## src/rtl/logic_result_serializer_if.sv

```systemverilog
// Handshake/bus bundle between the logic unit, the serializer and the shared result bus.
// slave is the serializer's view; master is the surrounding logic's view.
interface logic_result_serializer_if #(
  parameter int RES_W = 67,
  parameter int OUT_W = 32
);
  logic             in_valid;
  logic             in_ready;
  logic             suff;
  logic [2:0]       opcode;
  logic [RES_W-1:0] andOp;
  logic [RES_W-1:0] orOp;
  logic [RES_W-1:0] xorOp;
  logic [RES_W-1:0] shiftedLX;
  logic [RES_W-1:0] shiftedRX;
  logic [RES_W-1:0] shiftedLY;
  logic [RES_W-1:0] shiftedRY;
  logic [OUT_W-1:0] out_data;
  logic             out_valid;
  logic             out_ready;
  logic             out_last;
  logic             done;
  logic             err;

  modport slave (
    input  in_valid, suff, opcode,
    input  andOp, orOp, xorOp, shiftedLX, shiftedRX, shiftedLY, shiftedRY,
    input  out_ready,
    output in_ready, out_data, out_valid, out_last, done, err
  );

  modport master (
    output in_valid, suff, opcode,
    output andOp, orOp, xorOp, shiftedLX, shiftedRX, shiftedLY, shiftedRY,
    output out_ready,
    input  in_ready, out_data, out_valid, out_last, done, err
  );
endinterface

```

## src/rtl/logic_result_serializer.sv

```systemverilog
// Captures one opcode-selected logic-unit result and streams it as OUT_W-bit words
// (least-significant first) over a valid/ready handshake, then pulses done.
module logic_result_serializer #(
  parameter int RES_W = 67,
  parameter int OUT_W = 32
) (
  input logic                        clk,
  input logic                        rst_b,
  logic_result_serializer_if.slave   bus
);
  localparam int NWORDS = (RES_W + OUT_W - 1) / OUT_W;
  localparam int CNT_W  = (NWORDS > 1) ? $clog2(NWORDS) : 1;
  localparam int PAD_W  = NWORDS * OUT_W;
  localparam logic [CNT_W-1:0] LAST_CNT = CNT_W'(NWORDS - 1);

  typedef enum logic [1:0] {IDLE, SEND, FIN} state_t;

  state_t           state_q, state_d;
  logic [CNT_W-1:0] cnt_q, cnt_d;
  logic [RES_W-1:0] res_q, res_d;
  logic             err_q, err_d;

  logic [RES_W-1:0] sel_res;
  logic [PAD_W-1:0] res_padded;
  logic             in_ready, out_valid, out_last, done;

  // Reserved opcode registers zero so a bad select never leaks stale data.
  always_comb begin
    case (bus.opcode)
      3'd0:    sel_res = bus.andOp;
      3'd1:    sel_res = bus.orOp;
      3'd2:    sel_res = bus.xorOp;
      3'd3:    sel_res = bus.shiftedLX;
      3'd4:    sel_res = bus.shiftedRX;
      3'd5:    sel_res = bus.shiftedLY;
      3'd6:    sel_res = bus.shiftedRY;
      default: sel_res = '0;
    endcase
  end

  always_comb begin
    state_d   = state_q;
    cnt_d     = cnt_q;
    res_d     = res_q;
    err_d     = err_q;
    in_ready  = 1'b0;
    out_valid = 1'b0;
    out_last  = 1'b0;
    done      = 1'b0;
    case (state_q)
      IDLE: begin
        in_ready = 1'b1;
        if (bus.in_valid && bus.suff) begin
          res_d   = sel_res;
          err_d   = (bus.opcode == 3'd7);
          cnt_d   = '0;
          state_d = SEND;
        end
      end
      SEND: begin
        out_valid = 1'b1;
        out_last  = (cnt_q == LAST_CNT);
        if (bus.out_ready) begin
          if (cnt_q == LAST_CNT) begin
            cnt_d   = '0;
            state_d = FIN;
          end else begin
            cnt_d = cnt_q + 1'b1;
          end
        end
      end
      FIN: begin
        done    = 1'b1;
        state_d = IDLE;
      end
      default: state_d = IDLE;
    endcase
  end

  always_ff @(posedge clk) begin
    if (!rst_b) begin
      state_q <= IDLE;
      cnt_q   <= '0;
      res_q   <= '0;
      err_q   <= 1'b0;
    end else begin
      state_q <= state_d;
      cnt_q   <= cnt_d;
      res_q   <= res_d;
      err_q   <= err_d;
    end
  end

  assign res_padded    = {{(PAD_W - RES_W){1'b0}}, res_q};
  assign bus.out_data  = (state_q == SEND) ? res_padded[OUT_W*int'(cnt_q) +: OUT_W] : '0;
  assign bus.in_ready  = in_ready;
  assign bus.out_valid = out_valid;
  assign bus.out_last  = out_last;
  assign bus.done      = done;
  assign bus.err       = err_q;
endmodule

```

## src/flat_wrapper.sv

```systemverilog
// flat-port wrapper written by rule: the top's interface ports become plain ports
module logic_result_serializer_flat 
#(
  parameter int RES_W = 67,
  parameter int OUT_W = 32
)
  (clk, rst_b, bus_in_valid, bus_suff, bus_opcode, bus_andOp, bus_orOp, bus_xorOp, bus_shiftedLX, bus_shiftedRX, bus_shiftedLY, bus_shiftedRY, bus_out_ready, bus_in_ready, bus_out_data, bus_out_valid, bus_out_last, bus_done, bus_err);
  logic_result_serializer_if #(.RES_W(RES_W), .OUT_W(OUT_W)) bus_i ();
  input logic clk;
  input logic rst_b;
  input wire logic [$bits(bus_i.in_valid)-1:0] bus_in_valid;
  input wire logic [$bits(bus_i.suff)-1:0] bus_suff;
  input wire logic [$bits(bus_i.opcode)-1:0] bus_opcode;
  input wire logic [$bits(bus_i.andOp)-1:0] bus_andOp;
  input wire logic [$bits(bus_i.orOp)-1:0] bus_orOp;
  input wire logic [$bits(bus_i.xorOp)-1:0] bus_xorOp;
  input wire logic [$bits(bus_i.shiftedLX)-1:0] bus_shiftedLX;
  input wire logic [$bits(bus_i.shiftedRX)-1:0] bus_shiftedRX;
  input wire logic [$bits(bus_i.shiftedLY)-1:0] bus_shiftedLY;
  input wire logic [$bits(bus_i.shiftedRY)-1:0] bus_shiftedRY;
  input wire logic [$bits(bus_i.out_ready)-1:0] bus_out_ready;
  output wire logic [$bits(bus_i.in_ready)-1:0] bus_in_ready;
  output wire logic [$bits(bus_i.out_data)-1:0] bus_out_data;
  output wire logic [$bits(bus_i.out_valid)-1:0] bus_out_valid;
  output wire logic [$bits(bus_i.out_last)-1:0] bus_out_last;
  output wire logic [$bits(bus_i.done)-1:0] bus_done;
  output wire logic [$bits(bus_i.err)-1:0] bus_err;
  assign bus_i.in_valid = bus_in_valid;
  assign bus_i.suff = bus_suff;
  assign bus_i.opcode = bus_opcode;
  assign bus_i.andOp = bus_andOp;
  assign bus_i.orOp = bus_orOp;
  assign bus_i.xorOp = bus_xorOp;
  assign bus_i.shiftedLX = bus_shiftedLX;
  assign bus_i.shiftedRX = bus_shiftedRX;
  assign bus_i.shiftedLY = bus_shiftedLY;
  assign bus_i.shiftedRY = bus_shiftedRY;
  assign bus_i.out_ready = bus_out_ready;
  assign bus_in_ready = bus_i.in_ready;
  assign bus_out_data = bus_i.out_data;
  assign bus_out_valid = bus_i.out_valid;
  assign bus_out_last = bus_i.out_last;
  assign bus_done = bus_i.done;
  assign bus_err = bus_i.err;
  logic_result_serializer #(.RES_W(RES_W), .OUT_W(OUT_W)) u_core (.clk(clk), .rst_b(rst_b), .bus(bus_i));
endmodule
```

## config.mk

```make
export PLATFORM = sky130hd
export DESIGN_NAME = logic_result_serializer_flat
export DESIGN_NICKNAME = d
export VERILOG_FILES = /design/src/rtl/logic_result_serializer_if.sv /design/src/rtl/logic_result_serializer.sv /design/src/flat_wrapper.sv
export SDC_FILE = /design/constraint.sdc
export NUM_CORES = 1
export LEC_CHECK = 0
export CAP_MARGIN = 20
export CELL_PAD_IN_SITES_DETAIL_PLACEMENT = 1
export CELL_PAD_IN_SITES_GLOBAL_PLACEMENT = 1
export CORE_AREA = 2 2 200 202
export DETAILED_ROUTE_END_ITERATION = 10
export DIE_AREA = 0 0 202 204
export PLACE_DENSITY = 0.63
export RECOVER_POWER = 25
export SETUP_SLACK_MARGIN = 0.2
export SYNTH_ARGS = -nofsm -noshare
export SYNTH_HDL_FRONTEND = slang
export SYNTH_SLANG_ARGS = --single-unit
```

## constraint.sdc

```tcl
create_clock -name clk -period 1.9 [get_ports clk]
set_input_delay 0.38 -clock clk [delete_from_list [all_inputs] [get_ports clk]]
set_output_delay 0.38 -clock clk [all_outputs]
set_load 0.02 [all_outputs]
```

==> results by group, run 1 <==
Outcome
  • Status: finished with violations
  • Failing checks: negative setup slack

Global route
  • First-pass GRT wire length: 60.64 mm
  • Initial antenna violation count: 4
  • Largest net degree at the start of global routing: 55
  • Number of global-route vias before repair: 9518
  • Total track usage: 19.45%
  • GRT Residual Overflow: 0

Clock tree
  • CTS root buf: clkbuf_16
  • CTS buffer count: 9
  • H-tree lvl count: 3
  • CTS tree: yes
  • Worst-Skew Late Latency: 0.34 ns
  • CTS sink cnt: 72
  • Hold-fix buffers at CTS: 0
  • Clock Path Buffers: 2
  • Reg clk slew, reported paths: 0.07 ns

Power
  • PwrDens: 423.0 nW/µm²
  • Leakage: 5.254 nW
  • Peak supply drop: 0.0003637 V
  • Final Power: 5.915 mW

Routing
  • Antenna viol nets, final: 0
  • WL per Instance: 22.78 µm
  • Remaining DRCs: 0
  • Via count: 8804
  • Vias per cell: 4.785
  • Total length of routed wires: 41.92 mm
  • Drt pass-1 iters: 4
  • Starting DRT DRC Count: 292

Critical path
  • Critical Path Max Stage Delay: 0.32 ns
  • CP required: 1.52 ns
  • Crit start category: register
  • CP endpoint kind: output port
  • Crit path buffers/inverters: 4
  • Critical path class: register to output port
  • Critical path, cell by cell: nand2b_4, nor3b_4, buf_6, buf_12, buf_16, a22o_1, buf_6
  • Top Family by Delay on Critical Path: buffers and inverters
  • Critical Path Most Common Cell: buf_6
  • Highest-delay cell along the critical path: dfxtp_2
  • CP arrival: 1.71 ns
  • Peak fanout along the critical path: 8

Job
  • Max-cap violations: 0

Layout
  • Seq. cell area: 1450 µm²
  • Final nets: 1785
  • Most frequent cells in the layout: clkdlybuf4s50_1 (473), a22o_1 (85), mux2i_1 (71), buf_4 (71), dfxtp_1 (69)
  • Fillcell total: 4435
  • Multi-input logic area: 5104 µm²
  • Commonest non-fill, non-tap cell in the layout: clkdlybuf4s50_1
  • Layout cells sized above 1: 21.78%
  • Synthesis-to-finish area growth: 102.0%
  • Post-layout util: 35.69%

Synthesis
  • Syn_area_per_cell: 8.991 µm²
  • Post-synth cell types: 37
  • Post-Syn Nets: 1247
  • Synth async-reset ratio: 0%
  • Synth Flop Type: dfxtp_1
  • Mapped Area: 6923 µm²
  • Post-synthesis instance total: 770
  • Number of enable flip-flop cells after synthesis: 0
  • Synthesis warning total: 0
  • Sequential element share of the synthesized area: 20.82%
  • Flop and latch count out of synthesis: 72

STA
  • Final setup viols: 31
  • RSZ-0062 raised after global routing: true
  • F_max: 477.8 MHz
  • Fin crit share: 110.2%
  • Final setup margin: -0.1931 ns
  • Slew headroom: 42.57%
  • Clock Skews: 0.006654 ns
  • Crit path time final: 2.093 ns
  • Fin. max-slew vios: 0
  • Worst-Margin Slew: 0.8576 ns
  • Fin. Hold Viols: 0

Die
  • Rows: 73
  • Starting Density: 17.67%
  • Die area: 41210 µm²
  • Die Wd: 202 µm
  • Die Span Y: 204 µm
  • CORE AREA: 39180 µm²
  • Num ports: 514

Placement
  • Detailed Place HPWL: 34.64 mm
  • Placement Setup Slack: -0.3967 ns
  • Routability cong.: 0.8361
  • Port bufs: 513

Hold path
  • Hold WC Path Type: register to register
-- power breakdown --
part	total [mW]	leakage (nW)	internal (mW)	switching (mW)
clock network	1.75	0.143	1.03	0.724
logic	2.50	4.52	1.59	0.917
registers	1.66	0.587	1.58	0.0808
total	5.92	5.25	4.19	1.72
-- cells in the mapped netlist, types with 13 or more instances --
cell,count,area share (%)
a22o_1,95,12
dfxtp_1,72,21
mux2i_1,71,10
a32oi_1,56,7.1
nand2_1,44,2.4
a21oi_1,43,3.1
buf_2,43,3.1
o21ai_0,41,3.0
nand4b_1,40,5.1
nor3b_1,40,4.3
clkbuf_1,39,2.1
o221a_2,39,6.3
mux2_2,31,5.0
o211ai_1,29,3.1
mux2_4,22,4.8
mux2_1,13,2.1
-- registers in the layout, summed over array words and instances (netlist names) --
| register | cells |
|---|---|
| u_core.res_q | 67 |
| u_core.cnt_q | 2 |
| u_core.state_q | 2 |
| u_core.bus.err | 1 |
-- kinds of logic (layout without fill, tap and decap cells) --
group / after synthesis / count (layout) / share of synthesized area, %
and+or+nand+nor: 151 / 151 / 14.22
muxes: 137 / 137 / 22.19
buffers and inverters: 102 / 645 / 7.518
other: 0 / 2 / 0
DFF: 72 / 72 / 20.82
AOI/OAI and AO/OA: 308 / 308 / 35.24
-- worst paths after layout --
path | from | endpoint | slack (ns) | cells after the start
worst max-delay path | u_core.state_q[1]$_SDFFE_PN0P_ | bus_out_data[31] | -0.19 | 7
worst max register to register | u_core.state_q[0]$_SDFFE_PN0P_ | u_core.res_q[56]$_SDFFE_PN0P_ | 0.26 | 5
worst min register to register | u_core.res_q[3]$_SDFFE_PN0P_ | u_core.res_q[3]$_SDFFE_PN0P_ | 0.49 | 1
worst min-delay path | u_core.res_q[3]$_SDFFE_PN0P_ | u_core.res_q[3]$_SDFFE_PN0P_ | 0.49 | 1
-- layer usage --
| layer | wire length, µm | global-route usage, % |
|---|---|---|
| met1 | 16820 | 22.76 |
| met2 | 21540 | 36.18 |
| met5 | 0 | 0 |
| met3 | 2850 | 3.922 |
| met4 | 712 | 4.543 |
-- final cells by class --
type	instances	share of cell area, %
tap	525	4.697
sequential	72	10.37
clock buffer	9	1.610
inverter	3	0.09842
antenna	2	0.03579
timing repair buffer	626	46.15
multi-input combinational	596	36.49
clock inverter	7	0.5458
-- stage by stage --
stage / cells / hold slack (ns) / setup TNS [ns] / area [µm²]
after floorplan: 770 / 0.4484 / 0 / 7017
after CTS: 1836 / 0.4815 / -4.413 / 13950
after global placement: 1808 / 0.4574 / -9.098 / 13390
after detailed placement: 1808 / 0.4699 / -9.374 / 13390
after global routing: 1840 / 0.5080 / -6.873 / 13980
final: 1840 / 0.4855 / -3.222 / 13980
-- timing repair --
item	CTS	global route
gates resized for setup	204	17
setup endpoints to repair	36	38
pin swaps	17	12
gates cloned	2	2
buffers inserted	10	0
endpoints found under the hold margin	0	0
(Power assumes the default switching activity.)
==> run 2, diff against run 1 <==
--- a/config.mk
+++ b/config.mk
@@ -14,6 +14,7 @@
 export PLACE_DENSITY = 0.63
 export RECOVER_POWER = 25
 export SETUP_SLACK_MARGIN = 0.2
+export SLEW_MARGIN = 20
 export SYNTH_ARGS = -nofsm -noshare
 export SYNTH_HDL_FRONTEND = slang
 export SYNTH_SLANG_ARGS = --single-unit
==> results of run 2 <==
No change in the layout: final DEF, timing and power equal those of run 1.
